File: config.mk
export PLATFORM = sky130hd
export DESIGN_NAME = skinny_iter_flat
export DESIGN_NICKNAME = d
export VERILOG_FILES = /design/src/rtl/skinny_pkg.sv /design/src/rtl/skinny_iter_if.sv /design/src/rtl/skinny_rc_gen.sv /design/src/rtl/skinny_rnd.sv /design/src/rtl/skinny_iter.sv /design/src/flat_wrapper.sv
export SDC_FILE = /design/constraint.sdc
export NUM_CORES = 2
export LEC_CHECK = 0
export CAP_MARGIN = 5
export CORE_ASPECT_RATIO = 2
export CORE_MARGIN = 2
export CORE_UTILIZATION = 55
export CTS_BUF_LIST = sky130_fd_sc_hd__clkbuf_8 sky130_fd_sc_hd__clkbuf_16
export DETAILED_ROUTE_END_ITERATION = 7
export GPL_TIMING_DRIVEN = 0
export PLACE_DENSITY = 0.76
export SYNTH_ARGS = -nofsm -noshare
export SYNTH_HDL_FRONTEND = slang
export SYNTH_SLANG_ARGS = --single-unit
export TNS_END_PERCENT = 5
File: constraint.sdc
create_clock -name clk -period 27.3 [get_ports clk]
set_input_delay 4.095 -clock clk [delete_from_list [all_inputs] [get_ports clk]]
set_output_delay 4.095 -clock clk [all_outputs]
set_load 0.03 [all_outputs]
File: src/rtl/skinny_pkg.sv
// Shared definitions for the iterative SKINNY-128 core: FSM encoding,
// round-constant width/step and the 16-byte block view (byte 0 = MSB).
package skinny_pkg;

    localparam int RC_W       = 6;
    localparam int DEF_TOTRND = 40;

    typedef enum logic [1:0] {
        S_IDLE = 2'd0,
        S_RUN  = 2'd1,
        S_DONE = 2'd2
    } skinny_state_e;

    typedef logic [0:15][7:0] blk_t;

    function automatic logic [RC_W-1:0] rc_step(input logic [RC_W-1:0] rc);
        return {rc[4:0], rc[5] ^ rc[4] ^ 1'b1};
    endfunction

endpackage

File: src/rtl/skinny_iter_if.sv
// Block-level bus of skinny_iter: input block offer, ciphertext delivery, status.
interface skinny_iter_if #(
    parameter int FULLCNT = 1
) ();
    // A transfer happens on a rising edge where valid and ready are both high;
    // valid never waits for ready, and the producer holds data while valid is up.
    logic                       in_valid;
    logic                       in_ready;
    logic [127:0]               pt;
    logic [64+64*FULLCNT-1:0]   tk1;
    logic [127:0]               tk2;
    logic [127:0]               tk3;
    logic                       out_valid;
    logic                       out_ready;
    logic [127:0]               ct;
    logic                       busy;

    modport master (
        output in_valid, pt, tk1, tk2, tk3, out_ready,
        input  in_ready, out_valid, ct, busy
    );

    modport slave (
        input  in_valid, pt, tk1, tk2, tk3, out_ready,
        output in_ready, out_valid, ct, busy
    );
endinterface

File: src/rtl/skinny_rc_gen.sv
// Unrolls the 6-bit round-constant LFSR: slice i carries the register value
// stepped i+1 times, so one cycle can feed NUMRND rounds.
module skinny_rc_gen
    import skinny_pkg::*;
#(
    parameter int NUMRND = 8
) (
    input  logic [RC_W-1:0]        rc_i,
    output logic [RC_W*NUMRND-1:0] const_o
);

    always_comb begin
        logic [RC_W-1:0] rc_v;
        const_o = '0;
        rc_v    = rc_i;
        for (int i = 0; i < NUMRND; i++) begin
            rc_v                    = rc_step(rc_v);
            const_o[RC_W*i +: RC_W] = rc_v;
        end
    end

endmodule

File: src/rtl/skinny_rnd.sv
// NUMRND unrolled SKINNY-128 rounds plus the matching TK1/TK2/TK3 schedule.
// With FULLCNT=0 only the upper half of TK1 is carried (lower half is zero).
module skinny_rnd
    import skinny_pkg::*;
#(
    parameter int NUMRND  = 8,
    parameter int FULLCNT = 1
) (
    input  logic [127:0]              state_i,
    input  logic [64+64*FULLCNT-1:0]  tk1_i,
    input  logic [127:0]              tk2_i,
    input  logic [127:0]              tk3_i,
    input  logic [RC_W*NUMRND-1:0]    const_i,
    output logic [127:0]              nextstate_o,
    output logic [127:0]              nexttweak_o,
    output logic [127:0]              nextkey_o,
    output logic [64+64*FULLCNT-1:0]  nextcnt_o
);

    function automatic logic [7:0] sbox_mix(input logic [7:0] x);
        return x ^ (~(((x >> 1) | x) >> 2) & 8'h11);
    endfunction

    function automatic logic [7:0] sbox_perm(input logic [7:0] x);
        return ((x & 8'h01) << 2) | ((x & 8'h06) << 5) | ((x & 8'h20) >> 5) |
               ((x & 8'hC8) >> 2) | ((x & 8'h10) >> 1);
    endfunction

    function automatic logic [7:0] sbox8(input logic [7:0] x);
        logic [7:0] y;
        y = sbox_perm(sbox_mix(x));
        y = sbox_perm(sbox_mix(y));
        y = sbox_perm(sbox_mix(y));
        y = sbox_mix(y);
        return {y[7:3], y[1], y[2], y[0]};
    endfunction

    function automatic blk_t tk_perm(input blk_t k);
        return {k[9], k[15], k[8], k[13], k[10], k[14], k[12], k[11],
                k[0], k[1],  k[2], k[3],  k[4],  k[5],  k[6],  k[7]};
    endfunction

    function automatic blk_t tk2_lfsr(input blk_t k);
        blk_t o;
        o = k;
        for (int i = 0; i < 8; i++) o[i] = {k[i][6:0], k[i][7] ^ k[i][5]};
        return o;
    endfunction

    function automatic blk_t tk3_lfsr(input blk_t k);
        blk_t o;
        o = k;
        for (int i = 0; i < 8; i++) o[i] = {k[i][0] ^ k[i][6], k[i][7:1]};
        return o;
    endfunction

    // SubCells, AddConstants, AddRoundTweakey (rows 0-1), ShiftRows, MixColumns
    function automatic blk_t round_f(input blk_t s, input blk_t tk, input logic [RC_W-1:0] rc);
        blk_t a, b;
        for (int i = 0; i < 16; i++) a[i] = sbox8(s[i]) ^ ((i < 8) ? tk[i] : 8'h00);
        a[0] = a[0] ^ {4'h0, rc[3:0]};
        a[4] = a[4] ^ {6'h0, rc[5:4]};
        a[8] = a[8] ^ 8'h02;
        for (int r = 0; r < 4; r++)
            for (int c = 0; c < 4; c++)
                b[4*r+c] = a[4*r + ((c - r) & 3)];
        for (int c = 0; c < 4; c++) begin
            a[c]    = b[c] ^ b[8+c] ^ b[12+c];
            a[4+c]  = b[c];
            a[8+c]  = b[4+c] ^ b[8+c];
            a[12+c] = b[c] ^ b[8+c];
        end
        return a;
    endfunction

    logic [127:0] tk1_full;
    logic [127:0] tk1_next;

    if (FULLCNT != 0) begin : g_full_tk1
        assign tk1_full  = tk1_i;
        assign nextcnt_o = tk1_next;
    end else begin : g_half_tk1
        assign tk1_full  = {tk1_i, 64'h0};
        assign nextcnt_o = tk1_next[127:64];
    end

    always_comb begin
        blk_t s, k1, k2, k3;
        s  = state_i;
        k1 = tk1_full;
        k2 = tk2_i;
        k3 = tk3_i;
        for (int r = 0; r < NUMRND; r++) begin
            s  = round_f(s, k1 ^ k2 ^ k3, const_i[RC_W*r +: RC_W]);
            k1 = tk_perm(k1);
            k2 = tk2_lfsr(tk_perm(k2));
            k3 = tk3_lfsr(tk_perm(k3));
        end
        nextstate_o = s;
        nexttweak_o = k2;
        nextkey_o   = k3;
        tk1_next    = k1;
    end

endmodule

File: src/rtl/skinny_iter.sv
// Iterative SKINNY-128 block encryptor: loads a block, runs TOTRND/NUMRND
// batches of NUMRND rounds, then holds the ciphertext until it is taken.
module skinny_iter
    import skinny_pkg::*;
#(
    parameter int NUMRND  = 8,
    parameter int FULLCNT = 1,
    parameter int TOTRND  = DEF_TOTRND
) (
    input  logic          clk,
    input  logic          rst_n,
    skinny_iter_if.slave  bus,
    output skinny_state_e dbg_state_o
);

    localparam int NB   = TOTRND / NUMRND;
    localparam int CNTW = (NB > 1) ? $clog2(NB) : 1;
    localparam int TK1W = 64 + 64*FULLCNT;
    localparam logic [CNTW-1:0] LAST = CNTW'(NB - 1);

    if (TOTRND % NUMRND != 0) begin : g_bad_totrnd
        $error("skinny_iter: TOTRND must be a multiple of NUMRND");
    end
    // A half-width TK1 only lands back in rows 0-1 after an even round count.
    if (FULLCNT == 0 && (NUMRND % 2) != 0) begin : g_bad_half_tk1
        $error("skinny_iter: FULLCNT=0 needs an even NUMRND");
    end

    skinny_state_e      state_q, state_d;
    logic [127:0]       st_q, st_d;
    logic [TK1W-1:0]    tk1_q, tk1_d;
    logic [127:0]       tk2_q, tk2_d;
    logic [127:0]       tk3_q, tk3_d;
    logic [RC_W-1:0]    rc_q, rc_d;
    logic [CNTW-1:0]    cnt_q, cnt_d;

    logic [RC_W*NUMRND-1:0] rc_bus;
    logic [127:0]           nxt_state, nxt_tk2, nxt_tk3;
    logic [TK1W-1:0]        nxt_tk1;

    skinny_rc_gen #(.NUMRND(NUMRND)) u_rc (
        .rc_i    (rc_q),
        .const_o (rc_bus)
    );

    skinny_rnd #(.NUMRND(NUMRND), .FULLCNT(FULLCNT)) u_rnd (
        .state_i     (st_q),
        .tk1_i       (tk1_q),
        .tk2_i       (tk2_q),
        .tk3_i       (tk3_q),
        .const_i     (rc_bus),
        .nextstate_o (nxt_state),
        .nexttweak_o (nxt_tk2),
        .nextkey_o   (nxt_tk3),
        .nextcnt_o   (nxt_tk1)
    );

    always_ff @(posedge clk or negedge rst_n) begin
        if (!rst_n) begin
            state_q <= S_IDLE;
            st_q    <= '0;
            tk1_q   <= '0;
            tk2_q   <= '0;
            tk3_q   <= '0;
            rc_q    <= '0;
            cnt_q   <= '0;
        end else begin
            state_q <= state_d;
            st_q    <= st_d;
            tk1_q   <= tk1_d;
            tk2_q   <= tk2_d;
            tk3_q   <= tk3_d;
            rc_q    <= rc_d;
            cnt_q   <= cnt_d;
        end
    end

    always_comb begin
        state_d = state_q;
        st_d    = st_q;
        tk1_d   = tk1_q;
        tk2_d   = tk2_q;
        tk3_d   = tk3_q;
        rc_d    = rc_q;
        cnt_d   = cnt_q;
        case (state_q)
            S_IDLE: begin
                if (bus.in_valid) begin
                    state_d = S_RUN;
                    st_d    = bus.pt;
                    tk1_d   = bus.tk1;
                    tk2_d   = bus.tk2;
                    tk3_d   = bus.tk3;
                    rc_d    = '0;
                    cnt_d   = '0;
                end
            end
            S_RUN: begin
                st_d  = nxt_state;
                tk1_d = nxt_tk1;
                tk2_d = nxt_tk2;
                tk3_d = nxt_tk3;
                rc_d  = rc_bus[RC_W*NUMRND-1 -: RC_W];
                cnt_d = cnt_q + 1'b1;
                if (cnt_q == LAST) state_d = S_DONE;
            end
            S_DONE: begin
                if (bus.out_ready) state_d = S_IDLE;
            end
            default: state_d = S_IDLE;
        endcase
    end

    assign bus.in_ready  = (state_q == S_IDLE);
    assign bus.out_valid = (state_q == S_DONE);
    assign bus.busy      = (state_q == S_RUN);
    assign bus.ct        = st_q;
    assign dbg_state_o   = state_q;

endmodule

File: src/flat_wrapper.sv
// flat-port wrapper written by rule: the top's interface ports become plain ports
module skinny_iter_flat import skinny_pkg::*;
#(
    parameter int NUMRND  = 8,
    parameter int FULLCNT = 1,
    parameter int TOTRND  = DEF_TOTRND
)
  (clk, rst_n, dbg_state_o, bus_in_valid, bus_pt, bus_tk1, bus_tk2, bus_tk3, bus_out_ready, bus_in_ready, bus_out_valid, bus_ct, bus_busy);
  skinny_iter_if #(.FULLCNT(FULLCNT)) bus_i ();
  input  logic clk;
  input  logic rst_n;
  output skinny_state_e dbg_state_o;
  input wire logic [$bits(bus_i.in_valid)-1:0] bus_in_valid;
  input wire logic [$bits(bus_i.pt)-1:0] bus_pt;
  input wire logic [$bits(bus_i.tk1)-1:0] bus_tk1;
  input wire logic [$bits(bus_i.tk2)-1:0] bus_tk2;
  input wire logic [$bits(bus_i.tk3)-1:0] bus_tk3;
  input wire logic [$bits(bus_i.out_ready)-1:0] bus_out_ready;
  output wire logic [$bits(bus_i.in_ready)-1:0] bus_in_ready;
  output wire logic [$bits(bus_i.out_valid)-1:0] bus_out_valid;
  output wire logic [$bits(bus_i.ct)-1:0] bus_ct;
  output wire logic [$bits(bus_i.busy)-1:0] bus_busy;
  assign bus_i.in_valid = bus_in_valid;
  assign bus_i.pt = bus_pt;
  assign bus_i.tk1 = bus_tk1;
  assign bus_i.tk2 = bus_tk2;
  assign bus_i.tk3 = bus_tk3;
  assign bus_i.out_ready = bus_out_ready;
  assign bus_in_ready = bus_i.in_ready;
  assign bus_out_valid = bus_i.out_valid;
  assign bus_ct = bus_i.ct;
  assign bus_busy = bus_i.busy;
  skinny_iter #(.NUMRND(NUMRND), .FULLCNT(FULLCNT), .TOTRND(TOTRND)) u_core (.clk(clk), .rst_n(rst_n), .bus(bus_i), .dbg_state_o(dbg_state_o));
endmodule
==> results of run 1 <==
[metal layers]
| layer | overflow | GRT usage |
|---|---|---|
| met1 | 22 | 0.791 |
| met2 | 3722 | 1.06 |
| met3 | 29 | 0.674 |
| met4 | 1149 | 0.893 |
| met5 | 5 | 0.307 |
[per-stage QoR]
stage           util  TNS (ns)
2_1_floorplan      -         0
3_3_place_gp   0.616   -344.71
3_5_place_dp   0.628         0
4_1_cts        0.640         0
[synth_stat cells (59+ instances only)]
cell / number / area, sq um
xnor2_1: 2340 / 20500
nand2_1: 902 / 3390
xor2_1: 867 / 7590
nor2_1: 604 / 2270
o21ai_0: 565 / 2830
clkbuf_1: 554 / 2080
dfrtp_1: 523 / 13100
a22oi_1: 358 / 2690
a21oi_1: 261 / 1310
xnor3_1: 247 / 5560
nor3_1: 205 / 1030
nand3_1: 177 / 886
mux2i_1: 129 / 1290
inv_1: 118 / 443
a31oi_1: 115 / 719
or3_1: 105 / 657
and2_1: 100 / 626
and3_1: 86 / 538
nand2b_1: 80 / 500
nand4_1: 61 / 382
nor2b_1: 59 / 369
[cells by family after synthesis]
family,share of synthesized area
AND/OR/NAND/NOR,0.168
buffers and inverters,0.0363
adder cells (fa/ha/maj),0.000317
XOR/XNOR,0.451
multiplexers,0.0221
flip-flops,0.166
AO/OA/AOI/OAI,0.157
==> metrics.md, run 1 <==
| Metric | Value |
|---|---|
| Status | did not finish |
| Fail Step | global routing (5_1_grt) |
| First Err | [ERROR GRT-0116] Global routing finished with congestion. Check the congestion regions in the DRC Viewer. |
| Die Height | about 540 microns |
| Synth Register Bits | 523 |
| Clock Path Buffers | 3 |
| Setup WS pre-CTS | 5.47 ns |
| Share of the yosys chip area belonging to registers | 0.166 |
| # Post-CTS Setup Buffers | 0 |
| Synth Flop Type | dfrtp_1 |
| CTS sink count | ~520 |
| Syn. warnings | 0 |
| Post-synth cell types | about 120 |
| Post-Place Cells | about 12,000 |
| Cells after Synth | roughly 9,600 |
| Placer Congestion | between 1 and 1.5 |
| Post-CTS Hold Buffers | 0 |
| Die width | about 270 microns |
| H-tree depth | 2 |
| First-pass GRT wire length | about 920,000 microns |
| Root Buffer | clkbuf_16 |
| Largest net degree at the start of global routing | roughly 120 |
| IO Port Bufs | 648 |
| I/O pin cnt | between 600 and 700 |
| PostCTS Resize Cnt | 0 |
| GRT overflow | 4,927 |
| Avg Inst Size Synth | about 8 sq um |
| Starting density of the core | 0.554 |
| Total CTS buffers | 49 |
| Number of global-route vias before repair | 100,000 |
| Ys async rst share | 1.00 |
| Post-synth EDFFs | 0 |
| Syn Std Cell Area | a little under 80,000 sq um |
| Gr usage total | 0.844 |
| Post-Syn Nets | roughly 10,000 |
| Dpl hpwl | between 400,000 and 500,000 microns |
| Post-place instance area | ~90,000 sq um |
| Placement Rows | around 200 |
==> run 2, diff against run 1 <==
--- a/config.mk
+++ b/config.mk
@@ -6,13 +6,11 @@
 export NUM_CORES = 2
 export LEC_CHECK = 0
 export CAP_MARGIN = 5
-export CORE_ASPECT_RATIO = 2
 export CORE_MARGIN = 2
-export CORE_UTILIZATION = 55
-export CTS_BUF_LIST = sky130_fd_sc_hd__clkbuf_8 sky130_fd_sc_hd__clkbuf_16
+export CORE_UTILIZATION = 40
 export DETAILED_ROUTE_END_ITERATION = 7
 export GPL_TIMING_DRIVEN = 0
-export PLACE_DENSITY = 0.76
+export PLACE_DENSITY_LB_ADDON = 0.15
 export SYNTH_ARGS = -nofsm -noshare
 export SYNTH_HDL_FRONTEND = slang
 export SYNTH_SLANG_ARGS = --single-unit
==> run 2 against run 1 <==
Effect of this change:
- the flow now finishes, with violations (DRC, capacitance limit, slew limit)
- synthesized area did not move
- synthesized cell count stayed put
==> metrics.md, run 2 <==
| Metric | Value |
|---|---|
| Share of the yosys chip area belonging to registers | 0.166 (unchanged) |
| Most used cell, CP | xnor2_1 |
| Routed vias/inst | 6.47 |
| Flop2flop setup slack | between 3 and 4 ns |
| Post-place instance area | 91,000 sq um (+1.6%) |
| Post-synth cell types | 122 (unchanged) |
| Placer Congestion | 1.21 (-15%) |
| Final hold slack | between 0.5 and 0.6 ns |
| First-pass GRT wire length | 709,000 microns |
| R2R Path Start | u_core.tk3_q[79]$_DFFE_PN0P_ |
| Largest area contributor in the netlist | xnor2_1 |
| Hold Crit Depth | 1 |
| Largest net degree at the start of global routing | 117 |
| HP Start | u_core.cnt_q[0]$_DFFE_PN0P_ |
| Register Area | about 13,000 sq um |
| Synth Area in Simple Gates | 0.168 (unchanged) |
| Die width | 448 microns (+65%) |
| Die Height | 448 microns (-17%) |
| Share of layout cells above drive strength 1 | 0.0584 |
| Synth top area share | 0.260 (unchanged) |
| Slew margin rel. | -0.165 |
| Worst Path Arrival | 24.29 ns |
| Combinational family with the most area after synthesis | XOR/XNOR gates |
| Top-count cell post-synth | xnor2_1 |
| DRC Markers | 1 |
| Commonest non-fill, non-tap cells in the layout | 2,243 x xnor2_1, 902 x nand2_1, 858 x xor2_1 |
| Synth Area in XOR/XNOR | 0.451 (unchanged) |
| Critical path type | reg -> reg |
| I/O pin cnt | 649 (unchanged) |
| Crit. End Element | flop |
| Syn Std Cell Area | 79,000 sq um (unchanged) |
| Clock Path Buffers | 3 (unchanged) |
| Nature of the critical path startpoint | flop |
| RSZ-0062 raised after global routing | false |
| Minimum clock period | roughly 24 ns |
| Vias | 84,800 |
| GRT overflow | 0 |
| Status | finished with violations |
| Capturing point of the worst reg2reg path | u_core.bus.ct[104]$_DFFE_PN0P_ |
| Worst-path clk slew | roughly 0.070 ns |
| Period utilisation layout | 0.870 |
| Final hold violation count | 0 |
| Worst-skew pair later-pin latency | between 0.7 and 0.8 ns |
| Post-synth top cells | 2,340 x xnor2_1, 902 x nand2_1, 867 x xor2_1 |
| Core Region | between 150,000 and 200,000 sq um |
| Post-synth EDFFs | 0 (unchanged) |
| First-pass iteration count of the detailed router | 8 |
| Fmax | ~42 MHz |
| Post-Syn Nets | 10,100 (unchanged) |
| Pins Over Slew Limit | 67 |
| Avg Inst Size Synth | 8.24 sq um (unchanged) |
| Hold crit path type | reg -> reg |
| Total CTS buffers | 66 (+35%) |
| Crit-path slowest cell | xnor2_1 |
| Final Skew | approximately 0.07 ns |
| Mux share of post-synthesis cell area | 0.0221 (unchanged) |
| Syn. warnings | 0 (unchanged) |
| CP max stage delay | 1.10 ns |
| Failing checks | DRC, capacitance limit, slew limit |
| Post-route cell area | 93,400 sq um |
| Fill cell count | between 15,000 and 20,000 |
| Initial antenna violation count | 48 |
| H-tree depth | 3 (+1) |
| Area growth, synth to finish | 18.3% |
| Cells after Synth | 9,582 (unchanged) |
| Worst endpoint required time | about 28 ns |
| Post-CTS Hold Buffers | 0 (unchanged) |
| Hold endpoint | u_core.cnt_q[0]$_DFFE_PN0P_ |
| Final wirelength | roughly 560,000 microns |
| Synth Register Bits | 523 (unchanged) |
| Compound-Gate Fraction of Synth Area | 0.157 (unchanged) |
| Worst Reg-to-Reg Cells | 50 |
| Root Buffer | clkbuf_16 |
| Starting density of the core | 0.401 (-0.153) |
| CTS sink count | 523 (unchanged) |
| Die area | around 200,000 sq um |
| PostCTS Resize Cnt | 0 (unchanged) |
| Setup violators final | 0 |
| Multi-input gate area | 63,800 sq um |
| Nets | 10,900 |
| Area contributors post-synth | xnor2_1 26%, dfrtp_1 17%, xor2_1 9.6%, xnor3_1 7.0%, nand2_1 4.3% |
| Synth Flop Type | dfrtp_1 |
| # Post-CTS Setup Buffers | 0 (unchanged) |
| Number of global-route vias before repair | 75,900 |
| WL per Instance | roughly 42 microns |
| Iteration-0 DRC Markers | 14,100 |
| Ys async rst share | 1.00 (unchanged) |
| Worst Tran Pin Value | 1.74 ns |
| Commonest non-fill, non-tap cell in the layout | xnor2_1 |
| Placement Rows | 163 (-17%) |
| CTS tree | built |
| Dpl hpwl | 489,000 microns (+12%) |
| Gr usage total | 0.537 |
| IO Port Bufs | 648 (unchanged) |
| Max cap viols | 37 |
| Post-route ant nets | 0 |
| Synth Area in Adders | 0.000317 (unchanged) |
| Crit-path max FO | 8 |
-- run 2: cells by family after synthesis --
group                    Yosys count
buffers and inverters            741
adder cells (fa/ha/maj)            2
AND/OR/NAND/NOR                 2708
AO/OA/AOI/OAI                   1887
XOR/XNOR                        3553
flip-flops                       523
multiplexers                     168
-- run 2: per-layer routing --
metal  routed length (microns)  track usage  part of all wire  up-vias
met4                     62400        0.484              0.11       36
met1                    201000        0.639              0.36    41700
li1                          -            -                 -    34500
met5                       250            0           0.00045        -
met3                     81900        0.236              0.15     1683
met2                    212000        0.721              0.38     6945
-- run 2: worst max-delay path by stage --
stage	startpoint	endpoint	slack (ns)
detailed placement	u_core.tk3_q[79]$_DFFE_PN0P_	u_core.bus.ct[104]$_DFFE_PN0P_	5.30
global placement	rst_n	u_core.tk3_q[35]$_DFFE_PN0P_	-2.01
global route	u_core.tk1_q[79]$_DFFE_PN0P_	u_core.bus.ct[104]$_DFFE_PN0P_	4.03
finish	u_core.tk3_q[79]$_DFFE_PN0P_	u_core.bus.ct[104]$_DFFE_PN0P_	3.55
CTS	u_core.tk3_q[79]$_DFFE_PN0P_	u_core.bus.ct[104]$_DFFE_PN0P_	5.14
floorplan	u_core.bus.ct[114]$_DFFE_PN0P_	u_core.bus.ct[120]$_DFFE_PN0P_	12.69
-- run 2: critical path: cells and delay by family (launching register included) --
kind	cells	cell delay (ns)
buffers and inverters	1	0.63
flip-flops	1	0.34
XOR/XNOR	26	15.79
AND/OR/NAND/NOR	12	2.24
AO/OA/AOI/OAI	11	4.44
-- run 2: metrics by stage --
step	cells	util	setup slack, ns	setup TNS [ns]
after floorplan	9582	-	12.69	0
after global placement	12900	0.451	-2.01	-989.29
after detailed placement	13000	0.462	5.30	0
after CTS	13100	0.473	5.14	0
after global routing	13100	0.475	4.03	0
final	13100	0.475	3.55	0
-- run 2: final cells by class --
| class | instances | area share |
|---|---|---|
| multi-input cells | 8318 | 0.683 |
| flip-flops and latches | 523 | 0.140 |
| repair buffers | 757 | 0.0872 |
| well taps | 2640 | 0.0354 |
| plain buffers | 622 | 0.0260 |
| clock buffers | 89 | 0.0196 |
| inverters | 119 | 0.00478 |
| clock inverters | 21 | 0.00336 |
| diodes | 22 | 0.000589 |
Power of run 2 is left out: the tool's default activity adds up to more than one toggle a clock period on the data nets, which glitch-free logic cannot reach.
